## config.mk

```make
export PLATFORM = sky130hd
export DESIGN_NAME = ffe_sample_sequencer_flat
export DESIGN_NICKNAME = d
export VERILOG_FILES = /design/src/rtl/ffe_sample_sequencer_if.sv /design/src/rtl/ffe_sample_sequencer.sv /design/src/flat_wrapper.sv
export SDC_FILE = /design/constraint.sdc
export NUM_CORES = 1
export LEC_CHECK = 0
export CORE_MARGIN = 3
export CORE_UTILIZATION = 35
export DETAILED_ROUTE_END_ITERATION = 10
export PLACE_DENSITY_LB_ADDON = 0.15
export SYNTH_ARGS = -nofsm -noshare
export SYNTH_HDL_FRONTEND = slang
export SYNTH_SLANG_ARGS = --single-unit
```

## constraint.sdc

```tcl
create_clock -name ffe_clk -period 2.1 [get_ports ffe_clk]
set_input_delay 0.21 -clock ffe_clk [delete_from_list [all_inputs] [get_ports ffe_clk]]
set_output_delay 0.21 -clock ffe_clk [all_outputs]
set_load 0.01 [all_outputs]
```

## src/rtl/ffe_sample_sequencer_if.sv

```systemverilog
// Sample handshake and tap-read bus between the FFE sample source, the sequencer and the datapath.
interface ffe_sample_sequencer_if #(
  parameter int IN_OUT_BUS_WIDTH = 12,
  parameter int DEPTH            = 4,
  parameter int ADDR_SIZE        = $clog2(DEPTH)
);
  logic                               in_valid;
  logic signed [IN_OUT_BUS_WIDTH-1:0] in_data;
  logic                               in_ready;
  logic        [ADDR_SIZE-1:0]        rd_addr;
  logic signed [IN_OUT_BUS_WIDTH-1:0] rd_data;
  logic                               str_out_n_rst_add_reg;
  logic                               busy;

  modport master (
    output in_valid, in_data,
    input  in_ready, rd_addr, rd_data, str_out_n_rst_add_reg, busy
  );

  modport slave (
    input  in_valid, in_data,
    output in_ready, rd_addr, rd_data, str_out_n_rst_add_reg, busy
  );
endinterface

```

## src/rtl/ffe_sample_sequencer.sv

```systemverilog
// FFE sample delay line and tap walker; presents x[n-k] for k=0..DEPTH-1 per accepted sample.
// Optional one-entry input skid register enabled by defining FFE_SKID_BUF_EN.
module ffe_sample_sequencer #(
  parameter int IN_OUT_BUS_WIDTH = 12,
  parameter int DEPTH            = 4,
  parameter int ADDR_SIZE        = $clog2(DEPTH)
) (
  input  logic                   ffe_clk,
  input  logic                   rst,
  ffe_sample_sequencer_if.slave  bus
);

  typedef enum logic {IDLE, WALK} state_t;

  localparam logic [ADDR_SIZE-1:0] LAST_TAP = ADDR_SIZE'(DEPTH - 1);

  state_t                             state, state_next;
  logic        [ADDR_SIZE-1:0]        tap, tap_next;
  logic        [ADDR_SIZE-1:0]        wr_ptr, cur, rd_idx, rd_addr;
  logic signed [IN_OUT_BUS_WIDTH-1:0] dly_buf [DEPTH];
  logic signed [IN_OUT_BUS_WIDTH-1:0] start_data;
  logic                               last_tap, accept, start, in_ready;

  assign last_tap = (state == WALK) && (tap == LAST_TAP);
  assign accept   = bus.in_valid && in_ready;

`ifdef FFE_SKID_BUF_EN
  logic                               skid_full;
  logic signed [IN_OUT_BUS_WIDTH-1:0] skid_data;

  assign in_ready = !skid_full;
  // A held skid sample launches the next walk; it is always older than any direct accept.
  assign start      = ((state == IDLE) && accept) || (last_tap && (skid_full || accept));
  assign start_data = skid_full ? skid_data : bus.in_data;

  always_ff @(posedge ffe_clk or negedge rst) begin
    if (!rst) begin
      skid_full <= 1'b0;
      skid_data <= '0;
    end else if (last_tap && skid_full) begin
      skid_full <= 1'b0;
    end else if (accept && (state == WALK) && !last_tap) begin
      skid_full <= 1'b1;
      skid_data <= bus.in_data;
    end
  end
`else
  assign in_ready   = (state == IDLE) || last_tap;
  assign start      = accept;
  assign start_data = bus.in_data;
`endif

  always_ff @(posedge ffe_clk or negedge rst) begin
    if (!rst) begin
      state <= IDLE;
      tap   <= '0;
    end else begin
      state <= state_next;
      tap   <= tap_next;
    end
  end

  always_comb begin
    state_next = state;
    tap_next   = tap;
    case (state)
      IDLE: begin
        tap_next = '0;
        if (start) state_next = WALK;
      end
      WALK: begin
        if (tap == LAST_TAP) begin
          tap_next   = '0;
          state_next = start ? WALK : IDLE;
        end else begin
          tap_next = tap + ADDR_SIZE'(1);
        end
      end
      default: begin
        state_next = IDLE;
        tap_next   = '0;
      end
    endcase
  end

  // Writing the oldest slot on a last-tap start is safe: that slot was read at k=DEPTH-1 via the old cur.
  always_ff @(posedge ffe_clk or negedge rst) begin
    if (!rst) begin
      for (int unsigned i = 0; i < DEPTH; i++) dly_buf[i] <= '0;
      wr_ptr <= '0;
      cur    <= '0;
    end else if (start) begin
      dly_buf[wr_ptr] <= start_data;
      cur             <= wr_ptr;
      wr_ptr          <= wr_ptr + ADDR_SIZE'(1);
    end
  end

  assign rd_addr = (state == WALK) ? tap : '0;
  assign rd_idx  = cur - rd_addr;

  assign bus.in_ready              = in_ready;
  assign bus.busy                  = (state == WALK);
  assign bus.rd_addr               = rd_addr;
  assign bus.rd_data               = dly_buf[rd_idx];
  assign bus.str_out_n_rst_add_reg = last_tap;

endmodule

```

## src/flat_wrapper.sv

```systemverilog
// flat-port wrapper written by rule: the top's interface ports become plain ports
module ffe_sample_sequencer_flat 
#(
  parameter int IN_OUT_BUS_WIDTH = 12,
  parameter int DEPTH            = 4,
  parameter int ADDR_SIZE        = $clog2(DEPTH)
)
  (ffe_clk, rst, bus_in_valid, bus_in_data, bus_in_ready, bus_rd_addr, bus_rd_data, bus_str_out_n_rst_add_reg, bus_busy);
  ffe_sample_sequencer_if #(.IN_OUT_BUS_WIDTH(IN_OUT_BUS_WIDTH), .DEPTH(DEPTH), .ADDR_SIZE(ADDR_SIZE)) bus_i ();
  input  logic ffe_clk;
  input  logic rst;
  input wire logic [$bits(bus_i.in_valid)-1:0] bus_in_valid;
  input wire logic [$bits(bus_i.in_data)-1:0] bus_in_data;
  output wire logic [$bits(bus_i.in_ready)-1:0] bus_in_ready;
  output wire logic [$bits(bus_i.rd_addr)-1:0] bus_rd_addr;
  output wire logic [$bits(bus_i.rd_data)-1:0] bus_rd_data;
  output wire logic [$bits(bus_i.str_out_n_rst_add_reg)-1:0] bus_str_out_n_rst_add_reg;
  output wire logic [$bits(bus_i.busy)-1:0] bus_busy;
  assign bus_i.in_valid = bus_in_valid;
  assign bus_i.in_data = bus_in_data;
  assign bus_in_ready = bus_i.in_ready;
  assign bus_rd_addr = bus_i.rd_addr;
  assign bus_rd_data = bus_i.rd_data;
  assign bus_str_out_n_rst_add_reg = bus_i.str_out_n_rst_add_reg;
  assign bus_busy = bus_i.busy;
  ffe_sample_sequencer #(.IN_OUT_BUS_WIDTH(IN_OUT_BUS_WIDTH), .DEPTH(DEPTH), .ADDR_SIZE(ADDR_SIZE)) u_core (.ffe_clk(ffe_clk), .rst(rst), .bus(bus_i));
endmodule
```

* Yosys cells after proc, flatten, opt, wreduce, memory -nomap -nowiden
Index checks and enable logic that the tools add are counted.
** Cells by class
- Add/subtract/negate cells :: 3
- $lt $le $gt $ge :: 3
- Eq/ne operators :: 1
- Mux-type cells :: 12
- Bitwise operators :: 3
- Reduce and logical (&&, ||, !) cells :: 4
** Operators with widths (count)
- bitwise mux 48 bit :: 1
- 2-to-1 mux 12 bit :: 3
- binary-select mux 12 bit (select 2 bit) :: 1
- demux 12 bit (select 2 bit) :: 1
- greater-or-equal comparator 3 bit (second input constant) :: 2
- NOT 2 -> 3 bit :: 2
- adder 2 x 1 -> 2 bit (second input constant) :: 2
- 2-to-1 mux 2 bit :: 2
- case mux 2 bit (2 select lines) :: 1
- logical AND 1 bit :: 3
- less-than comparator 3 x 1 -> 1 bit (second input constant) :: 1
- equality test 2 bit (second input constant) :: 1
- 2-to-1 mux 1 bit :: 2
- case mux 1 bit (2 select lines) :: 1
- subtractor 2 bit :: 1
- logical OR 1 bit :: 1
- NOT 1 bit :: 1
** Word-level totals
- Register bits :: 55
- Bits of input ports :: 15
- Word-level logic and storage cells :: 34

* Logic depth before layout (Yosys ltp)
Gate-level depths: netlist (run 1).
- Depth after elaboration :: 7
- Gate-level depth with buffers :: 6
- Depth with buffers taken out :: 5

* Worst setup path before layout (run 1)
Ideal clock, no wire load.
- Path type :: register to output
- From :: register u_core.state, in the netlist u_core.bus.busy
- To :: output bus_rd_data[0]
- Arrival :: 1.851 ns
- Data required time :: 1.890 ns
- Path slack :: 0.039 ns
- Cell stages (with the launch flop) :: 5
- Path through :: dfrtp_1 -> and2_1 -> ha_1 -> buf_2 -> mux4_2
** Between the ends
- Word-level cells in the longest chain between the ends :: 6
** Ends and longest elaborated chain
- start: declaration :: RTL line ffe_sample_sequencer.sv:17 : state_t state, state_next;
- start signal: assignment :: RTL line ffe_sample_sequencer.sv:58 : state <= state_next;
- 2-to-1 mux 2 bit :: RTL line ffe_sample_sequencer.sv:99 : assign rd_addr = (state == WALK) ? tap : '0;
- via bus_rd_addr[0] :: RTL line flat_wrapper.sv:15 : output wire logic [$bits(bus_i.rd_addr)-1:0] bus_rd_addr;
- subtractor 2 bit :: RTL line ffe_sample_sequencer.sv:100 : assign rd_idx = cur - rd_addr;
- NOT 2 -> 3 bit (implied by the code) :: RTL line ffe_sample_sequencer.sv:105 : assign bus.rd_data = dly_buf[rd_idx];
- binary-select mux 12 bit (select 2 bit) :: RTL line ffe_sample_sequencer.sv:105
- 2-to-1 mux 12 bit (implied by the code) (2 in a row) :: RTL line ffe_sample_sequencer.sv:105
- end: declaration :: RTL line flat_wrapper.sv:16 : output wire logic [$bits(bus_i.rd_data)-1:0] bus_rd_data;
The timed path passes the listed nets, and every way through them passes these cells. The select of a mux whose other input is x is not followed.

* Final worst setup path (run 1)
- From :: register u_core.tap[0]
- To :: output bus_rd_data[8]
** Between the ends
- Word-level cells in the longest chain between the ends :: 6
** Ends and longest elaborated chain
- start: declaration :: RTL line ffe_sample_sequencer.sv:18 : logic [ADDR_SIZE-1:0] tap, tap_next;
- start signal: assignment :: RTL line ffe_sample_sequencer.sv:59 : tap <= tap_next;
- 2-to-1 mux 2 bit :: RTL line ffe_sample_sequencer.sv:99
- subtractor 2 bit :: RTL line ffe_sample_sequencer.sv:100
- NOT 2 -> 3 bit (implied by the code) :: RTL line ffe_sample_sequencer.sv:105
- binary-select mux 12 bit (select 2 bit) :: RTL line ffe_sample_sequencer.sv:105
- 2-to-1 mux 12 bit (implied by the code) (2 in a row) :: RTL line ffe_sample_sequencer.sv:105
No other way between the ends. The select of a mux whose other input is x is not followed.

==> reports/metrics.cfg, run 1 <==
[setup_path]
crit_fanout=5
cpMaxStageDelayCell=dfrtp_1
worstPathRequired_ns=1.89
r2r_cells=6
max_stage_delay_ns=0.38
crit_chain=and2_4 > ha_4 > xnor2_2 > xnor2_1 > buf_4 > buf_4 > mux4_2 > buf_6
crit_top_cell=buf_4
ff2ff_setup_slack_ns=0.25
rr_endpoint=u_core.dly_buf[43]
crit_arrival_ns=2.05
r2r_start=u_core.tap[0]
cp-end-kind=output pin
crit_path_start=u_core.tap[0]
cp-endpoint=bus_rd_data[8]
startpoint_type=flip-flop
crit_type=flip-flop to output pin

[outcome]
violations=negative setup slack
status=complete, but fails checks

[detailed_routing]
drt-initial-drc-count=45
finalWirelength_mm=5.48
firstDrtPassIters=3
antenna_left=0
dr_wl_met2_mm=2.77
dr_wl_met3_um=193
vias_per_cell=4.69
routedWlPerCell_um=18.1
vias=1416
highest_layer=met4
drc=0
wl_met1_mm=2.47

[synthesis]
synth_area_per_cell_um2=17.9
synth_seq_cells=55
syn_inst=149
synth.area.top_cells=dfrtp_1, mux2_4, mux4_2
synth_area_mm2=0.00267
synth_area_leader_cell=dfrtp_1
yosysWarningCount=0
synth_top_area_share_pct=51.6
ys_seq_area_share_pct=51.6
synth.distinct_cells=17
syn-num-nets=170

[timing]
finalCriticalPeriod_ns=2.26
max_freq_mhz=442
finalSetupViolCount=12
max_slew_margin_pct=55.6
layout_setup_ws_ns=-0.162
rsz0062_at_grt=yes
fin_hold_ws_ns=0.472
max_slew.worst_pin.slew_ns=0.666
fin_crit_sh_pct=108
final-hold-violation-count=0
skew_ns=0.0135
maxSlewViolCount=0
tns_ns=-1.73

[flow_run]
cap_violations=0

[clocking]
clk-insertion-delay-late_ns=0.31
clk_pin_slew_ns=0.10
cts_tree=built
cts_buffer_depth=2
cts_htree_levels=2
numClockSinks=55
cts_inserted_buffers=5
clockRootBuffer=clkbuf_8

[floorplan]
die_h_um=93.3
core_mm2=0.00733
dieWidth_um=93.3
start_util_pct=36.4
pin_count=32
die_area_mm2=0.00871
row_count=31

[finish]
final_cells=302
area_growth_pct=26.9
drive_gt1_share_pct=55.2
num_antenna_cells=0
nets=223

[grt]
overflow=0
grt_pass1_wl_mm=9.43
grt_pass1_vias=1712
grt_usage_pct=13.9
antenna_found_initial=0
grt_max_degree=29

[pwr]
powerDensity_mw_per_mm2=2050
p_leak_nw=1.62
vdd_drop_max_mv=0.797

[place]
dp_hpwl_mm=3.73
place_inst=281
dp_slack_ns=-0.198
portBuffers=31
gp_congestion=0.707

[min_path]
hold_path_class=input pin to async pin

==> cell families (layout without fill, tap and decap cells) <==
logic type    Yosys count  in the layout  share of synthesized area (%)
simple gates           12             12                           4.41
xor+xnor                3              3                          0.985
fa+ha+maj               6              6                           2.81
mux                    63             63                           37.2
buf+inv                10             64                           3.00
flops                  55             55                           51.6
==> timing repair <==
action	in CTS	in global routing
hold buffers	1	0
pin swaps	3	2
endpoints found under the setup margin	13	13
buffers inserted	11	1
endpoints found under the hold margin	27	0
gates resized for setup	63	6
==> how the worst min path moves through the flow <==
| stage | slack (ns) | cells past startpoint | endpoint |
|---|---|---|---|
| final | 0.47 | 2 | u_core.dly_buf[17] |
| after global routing | 0.53 | 2 | u_core.dly_buf[5] |
| after CTS | 0.50 | 2 | u_core.dly_buf[17] |
| after detailed placement | 0.28 | 1 | u_core.dly_buf[41] |
| after global placement | 0.27 | 1 | u_core.dly_buf[29] |
| after floorplan | -0.09 | 0 | u_core.bus.busy |
==> area by class of cell <==
| class | count | area (µm²) |
|---|---|---|
| multi-input cells | 84 | 1240 |
| flip-flops and latches | 55 | 1380 |
| inverters | 3 | 11.3 |
| clock inverters | 2 | 17.5 |
| clock buffers | 6 | 72.6 |
| fillers | 647 | 3940 |
| repair buffers | 53 | 543 |
| well taps | 99 | 124 |
==> flip-flops by register name, summed over array words and instances, names as in the netlist <==
name and flops:
u_core.wr_ptr 2, u_core.tap 2, u_core.bus.busy 1, u_core.dly_buf 48, u_core.cur 2
==> power by group <==
group	switching [mW]	total (mW)	internal (mW)
sequential	0.309	1.89	1.58
clock	0.350	0.591	0.241
combinational	1.54	4.46	2.91
==> through the flow <==
stage	instance area [µm²]	power, mW	util, %
after floorplan	2670	4.14	-
after global placement	3120	5.53	42.6
after detailed placement	3120	5.65	42.6
after CTS	3350	6.82	45.7
after global routing	3390	7.38	46.2
final	3390	6.93	46.2
==> critical path: cells and delay by family (launching register included) <==
kind | cells | cell delay, ns
buffers and inverters | 3 | 0.45
xor gates and xnor gates | 2 | 0.31
DFF | 1 | 0.38
and+or+nand+nor | 1 | 0.17
muxes | 1 | 0.29
adders and majority gates | 1 | 0.16
==> synthesized netlist by cell type <==
| master | count |
|---|---|
| mux2_4 | 40 |
| mux2i_1 | 1 |
| inv_1 | 3 |
| buf_4 | 1 |
| mux2_2 | 10 |
| nand3_4 | 4 |
| nor2_1 | 1 |
| buf_6 | 5 |
| mux4_2 | 12 |
| and2_4 | 1 |
| and2_1 | 3 |
| ha_1 | 6 |
| nand2_1 | 1 |
| nand2b_1 | 2 |
| buf_2 | 1 |
| dfrtp_1 | 55 |
| xnor2_1 | 3 |
==> metal layers <==
layer / vias to the layer above / global-route usage [%]
met4: 0 / 3.30
met1: 742 / 18.1
met2: 24 / 23.8
li1: 643 / -
met3: 7 / 2.82
met5: - / 0
==> cell usage in the layout (no fill, tap or decap), types with 3 or more instances in the layout <==
master / instances
buf_12: 4
buf_2: 3
buf_4: 13
buf_6: 14
clkbuf_8: 5
clkdlybuf4s50_1: 17
dfrtp_1: 55
ha_1: 5
inv_1: 3
mux2_2: 10
mux2_4: 40
mux4_2: 12
nand3_4: 4
Note: power is estimated with default switching activity, not from simulation.
==> run 2: changes to the inputs <==
- CORE_UTILIZATION: 35 -> 53
- clock period: 2.1 -> 2.8 ns (I/O delays scaled with it)
==> reports/metrics.cfg, run 2 (synthesis results as in run 1) <==
[grt]
grt_max_degree=32  ; was 29
grt_pass1_wl_mm=8.62  ; was 9.43 mm
overflow=0  ; unchanged
grt_usage_pct=19.1  ; was 13.9%
grt_pass1_vias=1636  ; was 1712
antenna_found_initial=0  ; unchanged

[clocking]
cts_htree_levels=2  ; unchanged
cts_tree=built  ; unchanged
cts_inserted_buffers=5  ; unchanged
clk-insertion-delay-late_ns=0.31  ; about the same
cts_buffer_depth=2  ; unchanged
clk_pin_slew_ns=0.09  ; was 0.10 ns
clockRootBuffer=clkbuf_8  ; unchanged
numClockSinks=55  ; unchanged

[floorplan]
row_count=25  ; was 31
die_h_um=77.0  ; was 93.3 µm
core_mm2=0.00479  ; was 0.00733 mm²
die_area_mm2=0.00592  ; was 0.00871 mm²
dieWidth_um=77.0  ; was 93.3 µm
pin_count=32  ; unchanged
start_util_pct=55.8  ; was 36.4%

[min_path]
min_from=u_core.tap[0]
min_to=u_core.tap[0]
hold_path_class=flip-flop to flip-flop  ; was input pin to async pin
hold_depth=1

[timing]
tns_ns=0  ; was -1.73 ns
final-hold-violation-count=0  ; unchanged
finalSetupViolCount=0  ; was 12
maxSlewViolCount=0  ; unchanged
max_slew.worst_pin.slew_ns=0.676  ; was 0.666 ns
fin_crit_sh_pct=95.1
layout_setup_ws_ns=0.138  ; was -0.162 ns
max_slew_margin_pct=54.9  ; was 55.6%
finalCriticalPeriod_ns=2.66
skew_ns=0.00930  ; was 0.0135 ns
fin_hold_ws_ns=0.462  ; was 0.472 ns
rsz0062_at_grt=no  ; was yes
max_freq_mhz=376

[place]
portBuffers=31  ; unchanged
place_inst=245  ; was 281
dp_slack_ns=0.305  ; was -0.198 ns
dp_hpwl_mm=3.47  ; was 3.73 mm
gp_congestion=0.776  ; was 0.707

[finish]
num_antenna_cells=0  ; unchanged
largest_reg_flops=48  ; unchanged
final_cells=258  ; was 302
nets=211  ; was 223
utilization_pct=66.8  ; was 46.2%
area_growth_pct=19.9  ; was 26.9%
drive_gt1_share_pct=45.5  ; was 55.2%
top_register=u_core.dly_buf  ; unchanged
final_common_cell=dfrtp_1  ; unchanged
layout_common_cells=dfrtp_1, mux2_4, clkdlybuf4s50_1  ; unchanged

[detailed_routing]
routedWlPerCell_um=19.5  ; was 18.1 µm
vias_per_cell=5.35  ; was 4.69
firstDrtPassIters=5  ; was 3
drt-initial-drc-count=70  ; was 45
finalWirelength_mm=5.03  ; was 5.48 mm
antenna_left=0  ; unchanged
vias=1380  ; was 1416
drc=0  ; unchanged

[pwr]
powerDensity_mw_per_mm2=1430  ; was 2050 mW/mm²
power.net_switching_mw=1.49  ; was 2.20 mW
power_frac_comb_pct=59.7  ; was 64.3%
p_seq_share_pct=31.1  ; was 27.2%
vdd_drop_max_mv=0.881  ; was 0.797 mV
p_leak_nw=1.64  ; was 1.62 nW
clockPowerShare_pct=9.2  ; was 8.5%
switching_share_pct=32.7  ; was 31.7%
p_int_mw=3.07  ; was 4.73 mW

[setup_path]
crit_type=flip-flop to output pin  ; unchanged
critPathTopFamily=buffers and inverters  ; unchanged
worstPathRequired_ns=2.52  ; was 1.89 ns
crit_buf_inv=3  ; unchanged
crit_fanout=5  ; unchanged
crit_top_cell=xnor2_2  ; was buf_4
r2r_start=u_core.tap[0]  ; unchanged
cpMaxStageDelayCell=dfrtp_1  ; unchanged
ff2ff_setup_slack_ns=0.90  ; was 0.25 ns
r2r_cells=4  ; was 6
crit_arrival_ns=2.38  ; was 2.05 ns
cp-end-kind=output pin  ; unchanged
startpoint_type=flip-flop  ; unchanged
rr_endpoint=u_core.dly_buf[11]  ; was u_core.dly_buf[43]
crit_chain=and2_1 > ha_1 > xnor2_2 > xnor2_2 > buf_6 > buf_4 > mux4_2 > dlygate4sd2_1  ; was and2_4 > ha_4 > xnor2_2 > xnor2_1 > buf_4 > buf_4 > mux4_2 > buf_6
max_stage_delay_ns=0.42  ; was 0.38 ns

[flow_run]
cap_violations=0  ; unchanged

[outcome]
status=completed  ; was complete, but fails checks

-- run 2: cell types whose count changed in the layout (fill, tap and decap cells not counted), sizes merged --
cell,delta
dlymetal6s2s,+10
clkbuf,-1
dlygate4sd2,+1
clkdlybuf4s50,+1
buf,-24
clkinv,+1
-- run 2: worst max-delay path by stage --
stage,depth (start not counted),start,end
final,8,u_core.bus.busy,bus_rd_data[7]
after global placement,7,u_core.bus.busy,bus_rd_data[7]
after global routing,8,u_core.bus.busy,bus_rd_data[7]
after CTS,7,u_core.bus.busy,bus_rd_data[8]
after floorplan,4,u_core.bus.busy,bus_rd_data[0]
after detailed placement,7,u_core.bus.busy,bus_rd_data[7]
-- run 2: layout make-up --
cell class,count,area (µm²)
clock buffer,5,68.8
fill,351,1590
clock inverter,3,15.0
sequential,55,1380
inverter,3,11.3
tap,67,83.8
multi-input combinational,84,1230
timing repair buffer,41,417
-- run 2: power by group through the flow --
| stage | clock network, mW | registers (mW) | logic (mW) |
|---|---|---|---|
| detailed placement | 0 | 1.43 | 2.68 |
| finish | 0.422 | 1.42 | 2.73 |
| global placement | 0 | 1.39 | 2.61 |
| CTS | 0.439 | 1.42 | 2.69 |
| global route | 0.470 | 1.47 | 2.92 |
| floorplan | 0 | 1.34 | 1.76 |
-- run 2: metrics by stage --
step                      total power [mW]  cell area (µm²)
final                                 4.57             3200
after detailed placement              4.11             3030
after global routing                  4.85             3200
after floorplan                       3.11             2670
after CTS                             4.55             3120
after global placement                4.00             3030
-- run 2: worst register-to-register path, stage by stage, from the launching register on --
cell	delay, ns
dfrtp_1	0.40
ha_1	0.21
nand2b_1	0.40
nand3_4	0.40
mux2_2	0.39
-- run 2: per-layer routing --
metal / GRT usage (%) / part of all wire [%] / up-vias
met3: 4.58 / 4.4 / 8
met5: 0 / 0 / -
met1: 24.0 / 41 / 721
met2: 32.2 / 53 / 32
li1: - / - / 619
met4: 6.52 / 1.5 / 0
-- run 2: repair_timing --
item                                    in CTS  in global routing
endpoints found under the hold margin        8                  0
gates resized for setup                      2                 16
endpoints found under the setup margin      12                 11
buffers inserted                             0                  3
gates cloned                                 0                  1
hold buffers                                 1                  0
==> run 3: changes to the inputs <==
- CORE_UTILIZATION: 53 -> 59
- SETUP_SLACK_MARGIN: default -> 0.05
==> reports/metrics.cfg, run 3 (synthesis results as in run 1) <==
[floorplan]
pin_count=32  ; unchanged
start_util_pct=64.0  ; was 55.8%
row_count=23  ; was 25
die_h_um=73.3  ; was 77.0 µm
core_mm2=0.00417  ; was 0.00479 mm²
die_area_mm2=0.00537  ; was 0.00592 mm²
dieWidth_um=73.3  ; was 77.0 µm

[detailed_routing]
drt-initial-drc-count=75  ; was 70
vias=1351  ; was 1380
antenna_left=0  ; unchanged
vias_per_cell=5.65  ; was 5.35
drc=0  ; unchanged
routedWlPerCell_um=20.2  ; was 19.5 µm
finalWirelength_mm=4.83  ; was 5.03 mm
firstDrtPassIters=4  ; was 5

[flow_run]
cap_violations=0  ; unchanged

[timing]
finalCriticalPeriod_ns=2.59  ; was 2.66 ns
max_freq_mhz=386  ; was 376 MHz
fin_hold_ws_ns=0.209  ; was 0.462 ns
max_slew.worst_pin.slew_ns=1.18  ; was 0.676 ns
tns_ns=0  ; unchanged
fin_crit_sh_pct=92.4  ; was 95.1%
finalSetupViolCount=0  ; unchanged
skew_ns=0.00946  ; was 0.00930 ns
maxSlewViolCount=0  ; unchanged
rsz0062_at_grt=no  ; unchanged
max_slew_margin_pct=21.1  ; was 54.9%
final-hold-violation-count=0  ; unchanged

[place]
portBuffers=31  ; unchanged
dp_hpwl_mm=3.27  ; was 3.47 mm
place_inst=227  ; was 245
gp_congestion=0.714  ; was 0.776

[setup_path]
worstPathRequired_ns=2.52  ; about the same
crit_chain=and2_1 > ha_1 > xnor2_2 > xnor2_2 > buf_4 > buf_12 > mux4_2 > dlygate4sd2_1  ; was and2_1 > ha_1 > xnor2_2 > xnor2_2 > buf_6 > buf_4 > mux4_2 > dlygate4sd2_1
max_stage_delay_ns=0.40  ; was 0.42 ns
crit_arrival_ns=2.31  ; was 2.38 ns
cpMaxStageDelayCell=dfrtp_1  ; unchanged
cp-end-kind=output pin  ; unchanged
crit_top_cell=xnor2_2  ; unchanged
critPathTopFamily=buffers and inverters  ; unchanged
crit_buf_inv=3  ; unchanged
startpoint_type=flip-flop  ; unchanged
crit_type=flip-flop to output pin  ; unchanged
crit_fanout=9  ; was 5

[pwr]
powerDensity_mw_per_mm2=1440  ; was 1430 mW/mm²
p_seq_share_pct=31.6  ; was 31.1%
p_leak_nw=1.55  ; was 1.64 nW
p_int_mw=3.05  ; was 3.07 mW
power.net_switching_mw=1.46  ; was 1.49 mW
switching_share_pct=32.4  ; was 32.7%
vdd_drop_max_mv=0.708  ; was 0.881 mV
clockPowerShare_pct=9.1  ; was 9.2%
p_total_mw=4.50  ; was 4.57 mW
power_frac_comb_pct=59.3  ; was 59.7%

[clocking]
ctsHoldBuffers=0  ; was 1
clk-insertion-delay-late_ns=0.30  ; was 0.31 ns
clockRootBuffer=clkbuf_8  ; unchanged
cts_buffer_depth=2  ; unchanged
numClockSinks=55  ; unchanged
cts_tree=built  ; unchanged
cts_inserted_buffers=5  ; unchanged
cts_htree_levels=2  ; unchanged
clk_pin_slew_ns=0.09  ; about the same

[finish]
final_common_cell=dfrtp_1  ; unchanged
area_growth_pct=17.4  ; was 19.9%
final_cells=239  ; was 258
num_antenna_cells=0  ; unchanged
top_register=u_core.dly_buf  ; unchanged
layout_common_cells=dfrtp_1, mux2_4, clkdlybuf4s50_1  ; unchanged
largest_reg_flops=48  ; unchanged
drive_gt1_share_pct=44.4  ; was 45.5%
nets=209  ; was 211
n_fill_cell=239  ; was 351

[grt]
grt_pass1_wl_mm=8.13  ; was 8.62 mm
antenna_found_initial=0  ; unchanged
grt_pass1_vias=1522  ; was 1636
grt_usage_pct=20.6  ; was 19.1%
grt_max_degree=56  ; was 32
overflow=0  ; unchanged

[min_path]
hold_path_class=input pin to async pin  ; was flip-flop to flip-flop

[outcome]
status=completed  ; unchanged

==> run 3: cell types whose count changed in the layout (fill, tap and decap cells not counted), sizes merged <==
cell / previous run / this run
dlygate4sd3: 1 / 0
dlygate4sd2: 1 / 9
buf: 10 / 9
dlymetal6s2s: 11 / 3
clkbuf: 5 / 7
clkinv: 3 / 1
==> run 3: cell type report <==
type	count	area [µm²]	area share (%)
repair buffers	39	374	11.9
multi-input cells	84	1230	39.2
flip-flops and latches	55	1380	43.9
clock inverters	1	5.00	0.160
clock buffers	7	76.3	2.44
well taps	50	62.6	2.00
inverters	3	11.3	0.359
==> run 3: power by group through the flow <==
stage               sequential [mW]  combinational, mW  clock [mW]
floorplan                      1.34               1.76           0
global placement               1.39               2.66           0
detailed placement             1.42               2.72           0
CTS                            1.42               2.69       0.428
global route                   1.47               2.85       0.469
finish                         1.42               2.67       0.409
==> run 3: through the flow <==
stage / cell area, µm² / util (%) / worst slack (ns)
6_report: 3130 / 75.1 / 0.212
5_1_grt: 3130 / 75.1 / 0.0800
4_1_cts: 3120 / 74.7 / 0.106
3_5_place_dp: 3010 / 72.1 / 0.180
3_3_place_gp: 3010 / 72.1 / 0.219
2_1_floorplan: 2670 / - / 0.669
==> run 3: worst paths after layout <==
kind	cells after the start	slack (ns)	startpoint	endpoint
min in group ffe_clk	1	0.47	u_core.tap[0]	u_core.tap[0]
hold / removal	1	0.21	rst	u_core.dly_buf[45]
setup / recovery	8	0.21	u_core.tap[0]	bus_rd_data[2]
setup reg to reg	4	0.87	u_core.tap[0]	u_core.dly_buf[43]
max in group asynchronous	1	1.85	rst	u_core.dly_buf[34]
hold reg to reg	1	0.47	u_core.tap[0]	u_core.tap[0]
==> run 3: repair_timing <==
item	in CTS	in global routing
resized for setup	11	3
buffers inserted	3	1
setup endpoints to repair	12	11
pin swaps	1	1
==> run 3: layer usage <==
layer | vias to the layer above | global-route usage, % | wire length, µm
met1 | 702 | 27.0 | 2190
met3 | 2 | 5.61 | 223
met4 | 0 | 5.94 | 24
met5 | - | 0 | 0
li1 | 616 | - | -
met2 | 31 | 33.9 | 2390
==> RTL edit 1: new RTL, settings of run 2 <==
`DEPTH` is set to 4 in 3 places; all go to 16.
--- a/src/rtl/ffe_sample_sequencer_if.sv
+++ b/src/rtl/ffe_sample_sequencer_if.sv
@@ -3,3 +3,3 @@
   parameter int IN_OUT_BUS_WIDTH = 12,
-  parameter int DEPTH            = 4,
+  parameter int DEPTH            = 16,
   parameter int ADDR_SIZE        = $clog2(DEPTH)
--- a/src/rtl/ffe_sample_sequencer.sv
+++ b/src/rtl/ffe_sample_sequencer.sv
@@ -4,3 +4,3 @@
   parameter int IN_OUT_BUS_WIDTH = 12,
-  parameter int DEPTH            = 4,
+  parameter int DEPTH            = 16,
   parameter int ADDR_SIZE        = $clog2(DEPTH)
--- a/src/flat_wrapper.sv
+++ b/src/flat_wrapper.sv
@@ -4,3 +4,3 @@
   parameter int IN_OUT_BUS_WIDTH = 12,
-  parameter int DEPTH            = 4,
+  parameter int DEPTH            = 16,
   parameter int ADDR_SIZE        = $clog2(DEPTH)
Interface: changed (resized bus_rd_addr); port bits go from 32 to 34. The function was not compared with the original's and may differ.
==> RTL edit 1 against run 2 <==
Area after synthesis increased to 3.8 times the old value. Worst setup slack worse by 900 ps. Core utilization increased by 2.0 points. Highest routed layer is now met5. Sequential cell count grew 150. Cell count increased to 3.9 times the old value. Wire length rose to 4.9 times the old value. The flow now finishes with violations (setup timing). Final area increased to 4.0 times the old value.
Power is left out: the tool's default activity adds up to more than one toggle a clock period on the data nets, which glitch-free logic cannot reach.
==> RTL edit 1: results (changes against run 2) <==
register area share after synthesis: 0.506 (was 0.516)
worst setup margin: -760 ps (was 138 ps)
worst hold path type: input pin to asynchronous set/reset pin (was register to register)
gpl congestion: 0.782 (was 0.776)
clock latency on the worst-skew pair: 510 ps (was 310 ps)
CTS Buf Count: 23 (was 5)
max FFs per register: 192 (was 48)
final setup TNS: -8720 ps (was 0 ps)
dpl cells: 933 (was 245)
vias in the first global route: 6,700 (was 1,636)
nets: 782 (was 211)
largest net degree at the start of global routing: 91 (was 32)
All-Layer GR Usage: 0.247 (was 0.191)
Buffers on Ports: 33 (was 31)
CP max stage cell: fa_4 (was dfrtp_1)
Synth cell types: 36 (was 17)
Max FO, Critical Path: 6 (was 5)
Worst Skew: 13.9 ps (was 9.30 ps)
DR iter-0 viols: 327 (was 70)
syn_nets: 700 (was 170)
H-Tree Depth: 1 (was 2)
status: complete, but fails checks (was complete, no violations)
failing checks: setup timing
clock-pin transition on the worst setup and hold timing paths: 60 ps (was 90 ps)
post-DP HPWL: 14,300 um (was 3470 um)
Max transition margin: 0.492 (was 0.549)
drt pass-1 iters: 4 (was 5)
routed len/inst: 24.8 um (was 19.5 um)
CTS root buffer: clkbuf_16 (was clkbuf_8)
final setup fails: 12 (was 0)
Crit path largest cell delay: 850 ps (was 420 ps)
Clock Path Buffers: 3 (was 2)
crit path DAT: 3280 ps (was 2380 ps)
Synth top cells by count: dfrtp_1 (205), mux2_2 (165), mux2_4 (90), mux2i_1 (48) (was dfrtp_1 (55), mux2_4 (40), mux4_2 (12), mux2_2 (10), ha_1 (6))
layout cell share with drive strength beyond 1: 0.584 (was 0.455)
## RTL edit 1: cell count changes after synthesis, moves of 8 or more
cell	change
mux2_2	+155
dfrtp_1	+150
mux2_4	+50
mux2i_1	+47
a221oi_1	+24
o22ai_1	+24
clkbuf_1	+16
buf_4	+12
mux4_2	-12
and3_4	+9
buf_12	+9
and3_1	+8
## RTL edit 1: critical path, delay by kind of cell, from the launching register on
kind,cells,cell delay [ps]
AO/OA/AOI/OAI,2,240
adder cells (fa/ha/maj),2,990
buffers and inverters,4,430
flip-flops,1,350
multiplexers,2,590
AND/OR/NAND/NOR,1,160
## RTL edit 1: area by class of cell
| type | instances | area (sq um) |
|---|---|---|
| Timing Repair Buffer | 107 | 1200 |
| Multi-Input combinational cell | 414 | 5190 |
| Antenna cell | 1 | 2.50 |
| Clock inverter | 8 | 140 |
| Sequential cell | 205 | 5130 |
| Inverter | 7 | 28.8 |
| Fill cell | 1213 | 5730 |
| Clock buffer | 33 | 683 |
| Tap cell | 229 | 287 |
## RTL edit 1: repair_timing
item | CTS | global route
gates cloned | 3 | 1
hold buffers | 1 | 0
resized for setup | 167 | 46
setup buffers | 30 | 0
pin swaps | 24 | 25
endpoints found under the hold margin | 86 | 0
setup endpoints to repair | 12 | 12
## RTL edit 1: path summary, 6_finish.rpt
kind / start / slack (ps) / end / cells past startpoint
worst min register to register: u_core.dly_buf[172] / 500 / u_core.dly_buf[172] / 1
min in group ffe_clk: bus_in_valid / 390 / u_core.bus.busy / 2
max in group asynchronous: rst / 1500 / u_core.dly_buf[117] / 3
worst max-delay path: u_core.bus.busy / -760 / bus_rd_data[9] / 11
worst max register to register: u_core.tap[0] / 440 / u_core.dly_buf[1] / 8
worst min-delay path: rst / 390 / u_core.dly_buf[109] / 2
## RTL edit 1: cell families after synthesis
family,count (synthesis),synth area share
compound gates,52,0.0378
xor+xnor,8,0.00766
fa+ha+maj,9,0.0119
buf+inv,57,0.0442
flops,205,0.506
mux,303,0.364
simple gates,42,0.0282
## RTL edit 1: metal layers
layer  vias up  global-route usage  wire length [um]  share of wire
met3        43              0.0453              1000          0.040
li1       2657                   -                 -              -
met2       111               0.404             12200           0.49
met5         -                   0                13        0.00052
met1      3188               0.346             11100           0.45
met4         2              0.0574               549          0.022
## RTL edit 1: stage by stage
stage / setup slack, ps / area [sq um] / util
detailed placement: -690 / 10800 / 0.590
finish: -760 / 12700 / 0.688
floorplan: 2.27 / 10100 / -
CTS: -868 / 12500 / 0.681
global placement: -681 / 10800 / 0.590
global route: -865 / 12700 / 0.688
==> RTL edit 2: new RTL, settings of run 2 <==
Made on the original files. The option `FFE_SKID_BUF_EN` is turned on by a define.
--- a/src/rtl/ffe_sample_sequencer.sv
+++ b/src/rtl/ffe_sample_sequencer.sv
@@ -2,2 +2,4 @@
 // Optional one-entry input skid register enabled by defining FFE_SKID_BUF_EN.
+`define FFE_SKID_BUF_EN
+
 module ffe_sample_sequencer #(
Formal check against the unedited RTL: not equivalent (a bounded check fails within 4 cycles, from zero or initial values and one cycle with rst low).
==> RTL edit 2 against run 2 <==
Sequential cell count rose by 13. Wire length rose by 31%. Critical path depth did not move. Die area rose by 23%. Synthesized cell count rose by 33%. Worst setup slack got worse by 20 ps. Sequential share of layout area rose by 0.073 points. Final area rose by 23%. Power rose by 31%. Area after synthesis rose by 25%. Highest routed layer unchanged.
==> RTL edit 2: results (changes against run 2) <==
reg-to-reg setup timing slack: 830 ps (was 900 ps)
Net Sw Power: 2020 uW (was 1490 uW)
Leak: 0.00189 uW (was 0.00164 uW)
clock latency on the worst-skew pair: 340 ps (was 310 ps)
worst setup margin: 117 ps (was 138 ps)
comb pwr: 3490 uW (was 2730 uW)
FF-to-FF Start: u_core.skid_full (was u_core.tap[0])
P_clk: 710 uW (was 422 uW)
syn_nets: 219 (was 170)
clock-pin transition on the worst setup and hold timing paths: 70 ps (was 90 ps)
crit path DAT: 2400 ps (was 2380 ps)
status: complete, no violations (unchanged)
end of the worst register-to-register path: u_core.skid_data[8] (was u_core.dly_buf[11])
largest cells by area after synthesis: dfrtp_1 (51%), mux2_4 (19%), mux2_2 (11%), mux4_2 (8.1%), ha_1 (2.2%) (was dfrtp_1 (52%), mux2_4 (23%), mux4_2 (10%), mux2_2 (4.2%), ha_1 (2.8%))
worst ir drop on vdd: 988 uV (was 881 uV)
H-Tree Depth: 3 (was 2)
CP Capture Point: bus_rd_data[1] (was bus_rd_data[7])
nets: 261 (was 211)
Crit path largest cell delay: 400 ps (was 420 ps)
Post-Route M1 WL: 2930 um (was 2080 um)
layout cell share with drive strength beyond 1: 0.480 (was 0.455)
internal power: 3970 uW (was 3070 uW)
via count of the routed design: 1,768 (was 1,380)
register area share after synthesis: 0.508 (was 0.516)
Setup crit start: u_core.tap[0] (was u_core.bus.busy)
-- RTL edit 2: cell types whose count changed after synthesis, moves of 2 or more --
cell,run 2,this run
buf_4,1,3
nand3_1,0,2
dfrtp_1,55,68
inv_1,3,5
o21ai_0,0,3
mux2_4,40,42
buf_8,0,4
mux2_2,10,32
buf_6,5,1
-- RTL edit 2: how the worst min path moves through the flow --
| stage | endpoint | slack, ps | depth (start not counted) |
|---|---|---|---|
| floorplan | u_core.bus.busy | -20 | 0 |
| global placement | u_core.dly_buf[27] | 400 | 1 |
| detailed placement | u_core.dly_buf[39] | 430 | 1 |
| CTS | u_core.dly_buf[39] | 60 | 1 |
| global route | u_core.dly_buf[39] | 90 | 1 |
| finish | u_core.dly_buf[39] | 40 | 1 |
-- RTL edit 2: area by class of cell --
class | count | area share
tap | 75 | 0.0238
multi-input combinational | 115 | 0.390
clock buffer | 14 | 0.0412
inverter | 5 | 0.00475
clock inverter | 1 | 0.00190
sequential | 68 | 0.431
timing repair buffer | 41 | 0.108
-- RTL edit 2: per-layer routing --
metal,track usage,vias to the layer above
met5,0,-
met2,0.336,30
met3,0.0650,9
li1,-,798
met1,0.270,931
met4,0.0532,0
-- RTL edit 2: timing repair --
item,4_1_cts,5_1_grt
gates cloned,0,0
setup buffers,3,0
pin swaps,1,1
setup endpoints to repair,12,8
resized for setup,8,6
-- RTL edit 2: kinds of logic after synthesis --
kind of cell             after synthesis  synth area share
AO/OA/AOI/OAI                          4           0.00636
XOR/XNOR                               3           0.00785
adder cells (fa/ha/maj)                6            0.0224
buffers and inverters                 15            0.0363
flip-flops                            68             0.508
multiplexers                          86             0.377
AND/OR/NAND/NOR                       16            0.0419
